--- src/rtl/mult16_seq_ctrl_pkg.sv ---
// Shared definitions for the sequential 16x16 multiplier controller:
// operand/product widths, step count and the controller state encoding.
package mult16_seq_ctrl_pkg;

  localparam int OP_W      = 16;
  localparam int PROD_W    = 32;
  localparam int HALF_W    = 8;
  localparam int NUM_STEPS = 4;
  localparam int STEP_W    = 2;

  typedef enum logic [1:0] {
    IDLE = 2'd0,
    MUL  = 2'd1,
    DONE = 2'd2
  } state_t;

endpackage

--- src/rtl/array_mult_8x8.sv ---
// Combinational 8x8 unsigned array multiplier.
// Ports:
//   x, y : 8-bit unsigned operands
//   p    : 16-bit unsigned product x*y
module array_mult_8x8
  import mult16_seq_ctrl_pkg::*;
(
  input  logic [HALF_W-1:0] x,
  input  logic [HALF_W-1:0] y,
  output logic [OP_W-1:0]   p
);

  // Sum of shifted partial products, one row per multiplier bit.
  always_comb begin
    p = '0;
    for (int i = 0; i < HALF_W; i++) begin
      if (y[i]) begin
        p = p + (OP_W'(x) << i);
      end
    end
  end

endmodule

--- src/rtl/mult16_seq_ctrl.sv ---
// Sequential 16x16 unsigned multiplier. One shared 8x8 array multiplier is
// stepped over the four operand-half combinations and the shifted partial
// products are summed into a 32-bit accumulator.
//
// state | meaning
// ------+-----------------------------------------------------------
// IDLE  | waiting for an operand pair (in_ready=1)
// MUL   | one partial product accumulated per cycle, steps 0..3
// DONE  | product presented (out_valid=1) until out_ready
//
// Ports:
//   clk, rst            : clock, synchronous active-high reset
//   in_valid / in_ready : operand handshake, a and b captured on accept
//   a, b                : 16-bit unsigned operands
//   out_valid/out_ready : product handshake
//   product             : 32-bit unsigned a*b, held while out_valid
//   busy                : high whenever not in IDLE
module mult16_seq_ctrl
  import mult16_seq_ctrl_pkg::*;
(
  input  logic              clk,
  input  logic              rst,
  input  logic              in_valid,
  output logic              in_ready,
  input  logic [OP_W-1:0]   a,
  input  logic [OP_W-1:0]   b,
  output logic              out_valid,
  input  logic              out_ready,
  output logic [PROD_W-1:0] product,
  output logic              busy
);

  state_t              state, state_nxt;
  logic [OP_W-1:0]     op_a, op_b;
  logic [PROD_W-1:0]   acc;
  logic [STEP_W-1:0]   step;
  logic [HALF_W-1:0]   mx, my;
  logic [OP_W-1:0]     pp;
  logic [PROD_W-1:0]   pp_shifted;
  logic                last_step;

  // step[1] picks the high half of a, step[0] the high half of b.
  always_comb begin
    mx = step[1] ? op_a[OP_W-1:HALF_W] : op_a[HALF_W-1:0];
    my = step[0] ? op_b[OP_W-1:HALF_W] : op_b[HALF_W-1:0];
  end

  array_mult_8x8 u_mult (
    .x (mx),
    .y (my),
    .p (pp)
  );

  always_comb begin
    case (step)
      2'd0:    pp_shifted = PROD_W'(pp);
      2'd1,
      2'd2:    pp_shifted = PROD_W'(pp) << HALF_W;
      default: pp_shifted = PROD_W'(pp) << OP_W;
    endcase
  end

  assign last_step = (step == STEP_W'(NUM_STEPS - 1));

  always_ff @(posedge clk) begin
    if (rst) begin
      state <= IDLE;
    end else begin
      state <= state_nxt;
    end
  end

  always_comb begin
    state_nxt = state;
    case (state)
      IDLE:    if (in_valid)  state_nxt = MUL;
      MUL:     if (last_step) state_nxt = DONE;
      DONE:    if (out_ready) state_nxt = IDLE;
      default: state_nxt = IDLE;
    endcase
  end

  always_ff @(posedge clk) begin
    if (rst) begin
      op_a <= '0;
      op_b <= '0;
      acc  <= '0;
      step <= '0;
    end else begin
      case (state)
        IDLE: begin
          if (in_valid) begin
            op_a <= a;
            op_b <= b;
            acc  <= '0;
            step <= '0;
          end
        end
        MUL: begin
          acc  <= acc + pp_shifted;
          step <= step + 1'b1;
        end
        default: ;
      endcase
    end
  end

  assign in_ready  = (state == IDLE);
  assign out_valid = (state == DONE);
  assign busy      = (state != IDLE);
  assign product   = acc;

endmodule
--- config.mk ---
export PLATFORM = sky130hd
export DESIGN_NAME = mult16_seq_ctrl
export DESIGN_NICKNAME = d
export VERILOG_FILES = /design/src/rtl/mult16_seq_ctrl_pkg.sv /design/src/rtl/array_mult_8x8.sv /design/src/rtl/mult16_seq_ctrl.sv
export SDC_FILE = /design/constraint.sdc
export NUM_CORES = 1
export LEC_CHECK = 0
export CAP_MARGIN = 40
export CORE_MARGIN = 5
export CORE_UTILIZATION = 54
export DETAILED_ROUTE_END_ITERATION = 7
export MAX_ROUTING_LAYER = met4
export PLACE_DENSITY = 0.82
export SLEW_MARGIN = 20
export SYNTH_ARGS = -nofsm -noshare
export SYNTH_HDL_FRONTEND = slang
export SYNTH_SLANG_ARGS = --single-unit
--- constraint.sdc ---
create_clock -name clk -period 10.5 [get_ports clk]
set_clock_uncertainty 0.05 [all_clocks]
set_input_delay 2.1 -clock clk [delete_from_list [all_inputs] [get_ports clk]]
set_output_delay 2.1 -clock clk [all_outputs]
set_load 0.01 [all_outputs]
# Yosys cells after proc, flatten, opt, wreduce, memory -nomap -nowiden

Index checks and enable logic that the tools add are counted.

Flip-flop bits (word level): 68
Input bits: 36

Muxes and demuxes: 19
Add/sub/neg operators: 9
Reduce and logical (&&, ||, !) cells: 8
Equal/unequal tests: 8

Operators by type and width:

| operator              | count |
|---|---|
| $pmux W32 S2          | 2 |
| $mux W16              | 7 |
| $add A32 B32 Y32      | 1 |
| $mux W32              | 1 |
| $mux W8               | 3 |
| $add A16 B10 Y16      | 1 |
| $add A16 B11 Y16      | 1 |
| $add A16 B12 Y16      | 1 |
| $add A16 B13 Y16      | 1 |
| $add A16 B14 Y16      | 1 |
| $add A16 B15 Y16      | 1 |
| $add A16 B9 Y16       | 1 |
| $mux W2               | 4 |
| $eq A2 B2 Y1 const B  | 3 |
| $pmux W2 S3           | 1 |
| $eq A2 B1 Y1 const B  | 2 |
| $logic_not A2 Y1      | 2 |
| $ne A2 B2 Y1 const B  | 2 |
| $pmux W2 S2           | 1 |
| $reduce_and A2 Y1     | 2 |
| $reduce_bool A2 Y1    | 2 |
| $reduce_and A3 Y1     | 1 |
| $add A2 B1 Y2 const B | 1 |
| $ne A2 B1 Y1 const B  | 1 |
| $reduce_or A2 Y1      | 1 |

# Logic depth before layout (Yosys ltp)

Word-level depth: 19
Gate-level depth with buffers: 66
Depth with buffers taken out: 64

# By module

A second synthesis with hierarchy kept.

Cell total of the unflattened synthesis: 1024
Area total of the unflattened synthesis: 7698.6 µm²

By module, submodules not included:

| module          | times used | area an instance (µm²) | sequential area each (µm²) | cells each |
|---|---|---|---|---|
| mult16_seq_ctrl | 1          | 4445.5                 | 1361.3                     | 579 |
| array_mult_8x8  | 1          | 3253.1                 | 0.0                        | 445 |

# Worst setup path after synthesis

OpenSTA, ideal clock, no wires.

Path kind: reg2reg
From: register step[1]
To: register acc[31] (netlist: product[31])
Stages on the path, launching flop included: 63
Arrival time: 10.903 ns
Setup slack: -0.568 ns
Clock period less this slack: 11.068 ns
Required time: 10.335 ns
Buffers on the path: 3
Cells stage by stage: dfxtp_1 > buf_6 > mux2i_1 > buf_4 > nor2_1 > ha_1 > ha_1 > buf_2 > nor3_1 > nor4_2 > a31oi_1 > xor2_1 > a21oi_1 > ha_1 > a21oi_1 > nand2_1 > xnor2_1 > o32ai_1 > [... 27 more ...] > nand2_1 > a21oi_1 > a31o_1 > xor2_1 > a21oi_1 > a22o_1 > ha_1 > a211oi_1 > o21ai_0 > a221oi_1 > o21ai_1 > o31ai_1 > o21ai_1 > a31oi_1 > o41ai_1 > xnor2_1 > mux2i_1 > nand2_1

Longest elaborated chain between the ends: 19
Elaborated cells between the ends (all ways): 23

RTL lines:

| item                     | RTL line               | source |
|---|---|---|
| start: declaration       | mult16_seq_ctrl.sv:36  | `logic [STEP_W-1:0] step;` |
| start signal: assignment | mult16_seq_ctrl.sv:101 | `step <= step + 1'b1;` |
| $mux W8                  | mult16_seq_ctrl.sv:44  | `mx = step[1] ? op_a[OP_W-1:HALF_W] : op_a[HALF_W-1:0];` |
| $mux W8                  | array_mult_8x8.sv:17   | `if (y[i]) begin` |
| $add A16 B9 Y16          | array_mult_8x8.sv:18   | `p = p + (OP_W'(x) << i);` |
| $mux W16                 | array_mult_8x8.sv:17   |  |
| $add A16 B10 Y16         | array_mult_8x8.sv:18   |  |
| $mux W16                 | array_mult_8x8.sv:17   |  |
| $add A16 B11 Y16         | array_mult_8x8.sv:18   |  |
| $mux W16                 | array_mult_8x8.sv:17   |  |
| [... 3 more ...]         | --                     |  |
| $mux W16                 | array_mult_8x8.sv:17   |  |
| $add A16 B14 Y16         | array_mult_8x8.sv:18   |  |
| $mux W16                 | array_mult_8x8.sv:17   |  |
| $add A16 B15 Y16         | array_mult_8x8.sv:18   |  |
| $mux W16                 | array_mult_8x8.sv:17   |  |
| $pmux W32 S2 (*)         | mult16_seq_ctrl.sv:55  | `case (step)` |
| $add A32 B32 Y32 (*)     | mult16_seq_ctrl.sv:100 | `acc <= acc + pp_shifted;` |
| $pmux W32 S2 (*)         | mult16_seq_ctrl.sv:90  | `case (state)` |
| end signal: assignment   | mult16_seq_ctrl.sv:100 |  |
| end: declaration         | mult16_seq_ctrl.sv:35  | `logic [PROD_W-1:0] acc;` |

Every way passes the cells marked *; elsewhere a longest branch is shown, timed or not.
A chain may end at the register's enable or synchronous reset.

# Worst setup path in the final report

Same ends and word-level chain as after synthesis.

==> impl_summary.md <==
Status
The flow ran to the end, but the final reports show violations. The checks that failed: negative setup slack.

Critical path
The delay of the slowest cell on the worst path is 0.40 ns. STA classifies the critical path startpoint as a register. The worst register-to-register path begins at step[1]. The biggest fanout along the worst timing path is 6. The arrival time reported for the critical path endpoint is between 10 and 15 ns. The cell repeated most along the worst path is sky130_fd_sc_hd__o21ai_2.

The setup slack of the most critical reg-to-reg path is -0.68 ns. The data required time at the worst endpoint is ~11 ns. The critical path capture point type is a register. The critical path class is register to register. The worst register-to-register path ends at product[31].

Counting cells, the worst reg-to-reg path comes to just under 60. The slowest stage of the critical path belongs to the cell sky130_fd_sc_hd__dfxtp_4.

Min path
The worst hold path was traced through 2 stages. The path with the worst hold slack has its endpoint at op_a[7]. The startpoint of the worst hold path is op_a[7]. The class of the tightest hold or removal check is register to register.

CTS
The clock sink count is a little under 70. The clock reaches the later pin of the worst-skew pair after around 0.35 ns. The clock passes through at most 2 buffers. Clock tree synthesis selected as its root buffer the cell sky130_fd_sc_hd__clkbuf_16.

The clock tree from TritonCTS is done. The number of hold-repair buffers added at the cts stage is 0. The clock-pin slew on the worst setup and hold paths is approximately 0.060 ns. The number of clock buffers inserted by TritonCTS is 9. CTS built an H-tree with a depth of 3.

GRT
The first-pass GRT wire length is ~41,000 µm. The global router's overall resource usage is 0.3165. Entering global routing, the biggest net connects 63 pins.

The total overflow left after global routing is 0. The initial antenna violation count is 0. The via count of the first global-routing pass is 8,432.

Power
Internal power comes to roughly 0.72 mW. In this run the static leakage power is about 4.6 nW. The peak supply drop is between 100 and 150 µV. The share of total power dissipated in combinational logic is 0.406. The relative contribution of sequential cells to total power is 0.255. The share of total power dissipated in the clock network is 0.340. The net load switching power is around 0.39 mW. The power density normalized to cell area is between 100 and 150 mW/mm². Of the total power, the share spent switching nets is 0.3522.

Logic synthesis
Synthesis handed over a netlist of 968 instances. Yosys mapped a number of flops with a built-in enable equal to 0. Synthesis produced a netlist with a net count of between 1k and 1.5k. The count of distinct cell types in the synthesized netlist is 74. The portion of the post-synthesis area used by sequential elements is 0.1856. For this run, the leading register cell type out of synthesis is sky130_fd_sc_hd__dfxtp_1. The share of flip-flops with an asynchronous set or reset after synthesis is 0.

The flip-flop and latch count after synthesis is slightly below 70. The count of yosys warnings during synthesis is 0. The total standard cell area after synthesis is approximately 0.0073 mm². The post-synthesis average cell area is approximately 7.6 µm².

Floorplanning
The chip width is 126.6 µm. The overall die height is 126.6 µm. 71 I/O pins were placed. The total number of placement rows is 42. The floorplan step defined a core boundary enclosing 0.01330 mm². The initial utilization of the core area, before any placement, comes to 0.5518. The floorplan step defined a die boundary enclosing between 0.015 and 0.02 mm².

STA
The transition time of the tightest slew-check pin is roughly 0.8 ns. Measured against its own limit, the worst slew margin works out to 0.4616. The number of failing hold endpoints at the final stage is 0.

In the post-route analysis, the smallest setup slack over all paths is -0.6804 ns. Setup repair after global routing could not meet its margin everywhere. The minimum clock period is about 11 ns.

Hold timing on the final database bottoms out at a slack of 0.4111 ns. The final max-slew violation count is 0. Setup violations remaining at the end of the flow were counted as 16. The achievable clock frequency is just under 90 MHz.

Of the available clock period, the critical path in the final layout requires 1.065. Setup total negative slack on the finished layout was measured at -6.884 ns.

Routing
The remaining antenna violation count after routing is 0. The first detailed-routing pass took 6 iterations. The post-route DRC violation count is 0. In the routed layout, each cell is associated on average with a via count of around 6.7. The final layout contains routed wiring with a total length of roughly 29,000 µm. Dividing the detail-routed wire length by the instance count gives about 21 µm. The first routing iteration left between 1k and 1.5k violations.

Detailed routing inserted a total of slightly above 9k vias.

Final layout
Compared with the post-synthesis result, the final layout area differs by 42.03%. The repair_antennas step left the layout with diodes totalling 0. Of the cells placed in the final design, the portion with a size suffix greater than 1 is 0.2810. The post-layout net count is around 1.3k.

Place
The placed wire-length estimate is 16,700 µm. The routability congestion estimate from global placement is approximately 0.95. The number of buffers inserted by port buffering is 70.

Flow run
Across the run, the number of max-cap violations was 0.
-- worst max path at each step --
stage / from / to / slack, ns
2_1_floorplan: step[1] / product[31] / 0.008
3_3_place_gp: step[1] / product[31] / -0.28
3_5_place_dp: step[0] / product[31] / -0.62
4_1_cts: step[1] / product[30] / 0.002
5_1_grt: step[1] / product[30] / -1.13
6_report: step[1] / product[31] / -0.68
-- power groups by stage --
stage,Sequential (mW),Combinational [mW],Clock (mW)
after global placement,0.285,0.346,0
after detailed placement,0.286,0.359,0
after CTS,0.281,0.387,0.367
final,0.282,0.449,0.376
after global routing,0.283,0.473,0.383
after floorplan,0.285,0.225,0
-- sequential cells by signal (all words and copies together) (netlist names) --
name / count
product: 32
op_a: 16
op_b: 16
state: 2
step: 2
-- final cells by class --
type	instances	area (µm²)
Clock buffer	11	252.7
Clock inverter	5	106.4
Fill cell	733	2877
Inverter	41	158.9
Multi-Input combinational cell	822	6344
Sequential cell	68	1369
Tap cell	176	220.2
Timing Repair Buffer	238	1968
-- repair_timing --
item / 4_1_cts / 5_1_grt
setup endpoints to repair: 15 / 19
gates resized for setup: 60 / 50
pin swaps: 33 / 63
buffers inserted: 12 / 22
-- worst max-delay path, delay by kind of cell (launching register included) --
family | cells | cell delay [ns]
compound gates | 26 | 4.71
flops | 1 | 0.40
buf+inv | 4 | 0.49
fa+ha+maj | 8 | 2.29
xor+xnor | 7 | 1.10
mux | 3 | 0.81
simple gates | 10 | 1.19
-- cells in the mapped netlist, drive strengths merged (21+ instances only) --
master / number / area [µm²]
nand2: 153 / 574.3
a21oi: 118 / 590.6
ha: 88 / 1101
nor2: 71 / 266.5
dfxtp: 68 / 1361
o21ai: 46 / 234.0
inv: 41 / 156.4
xnor2: 39 / 341.6
nand3: 34 / 170.2
a21o: 29 / 217.7
clkbuf: 29 / 108.9
mux2i: 25 / 320.3
xor2: 21 / 183.9
-- kinds of logic (layout without fill, tap and decap cells) --
logic type | count (synthesis) | in the layout | synth area share
buffers and inverters | 78 | 295 | 0.04332
adders and majority gates | 94 | 94 | 0.1665
AOI/OAI and AO/OA | 307 | 307 | 0.2741
muxes | 41 | 41 | 0.06874
DFF | 68 | 68 | 0.1856
xor gates and xnor gates | 60 | 60 | 0.07164
and+or+nand+nor | 320 | 320 | 0.1902
-- cells in the final DEF (no fill, tap or decap), types with 9 or more instances in the layout --
| cell | synthesis | routed |
|---|---|---|
| sky130_fd_sc_hd__o22ai_1 | 16 | 13 |
| sky130_fd_sc_hd__xnor2_1 | 39 | 34 |
| sky130_fd_sc_hd__a21o_1 | 29 | 29 |
| sky130_fd_sc_hd__o21ai_2 | 1 | 10 |
| sky130_fd_sc_hd__o21bai_1 | 14 | 12 |
| sky130_fd_sc_hd__dfxtp_1 | 68 | 66 |
| sky130_fd_sc_hd__nand3_1 | 34 | 31 |
| sky130_fd_sc_hd__a21oi_1 | 118 | 101 |
| sky130_fd_sc_hd__nand2_1 | 153 | 148 |
| sky130_fd_sc_hd__clkdlybuf4s50_1 | 0 | 69 |
| sky130_fd_sc_hd__buf_4 | 1 | 164 |
| sky130_fd_sc_hd__a21oi_2 | 0 | 15 |
| sky130_fd_sc_hd__nor2_1 | 71 | 67 |
| sky130_fd_sc_hd__o21ai_1 | 11 | 15 |
| sky130_fd_sc_hd__mux2i_1 | 18 | 17 |
| sky130_fd_sc_hd__clkbuf_16 | 0 | 9 |
| sky130_fd_sc_hd__ha_4 | 0 | 18 |
| sky130_fd_sc_hd__a22o_1 | 13 | 13 |
| sky130_fd_sc_hd__inv_1 | 38 | 36 |
| sky130_fd_sc_hd__mux2_2 | 14 | 13 |
| sky130_fd_sc_hd__xor2_1 | 21 | 20 |
| sky130_fd_sc_hd__o21ai_0 | 34 | 20 |
| sky130_fd_sc_hd__ha_1 | 88 | 68 |
-- layer usage --
metal | share of wire | vias to the layer above | track usage
met1 | 0.37 | 4222 | 0.3795
li1 | - | 3917 | -
met4 | 0.067 | 0 | 0.1558
met3 | 0.096 | 241 | 0.04876
met2 | 0.47 | 710 | 0.5181
met5 | 0 | - | -
-- per-stage QoR --
step,setup WS [ns],utilization,total power [mW],instances,cell area [µm²]
after floorplan,0.007819,-,0.5094,968,7492
after global placement,-0.2777,0.6933,0.6310,1307,9218
after detailed placement,-0.6183,0.6961,0.6444,1310,9255
after CTS,0.002146,0.7530,1.035,1338,10010
after global routing,-1.127,0.7836,1.139,1361,10420
final,-0.6804,0.7836,1.106,1361,10420
Note: power is estimated with default switching activity, not from simulation.
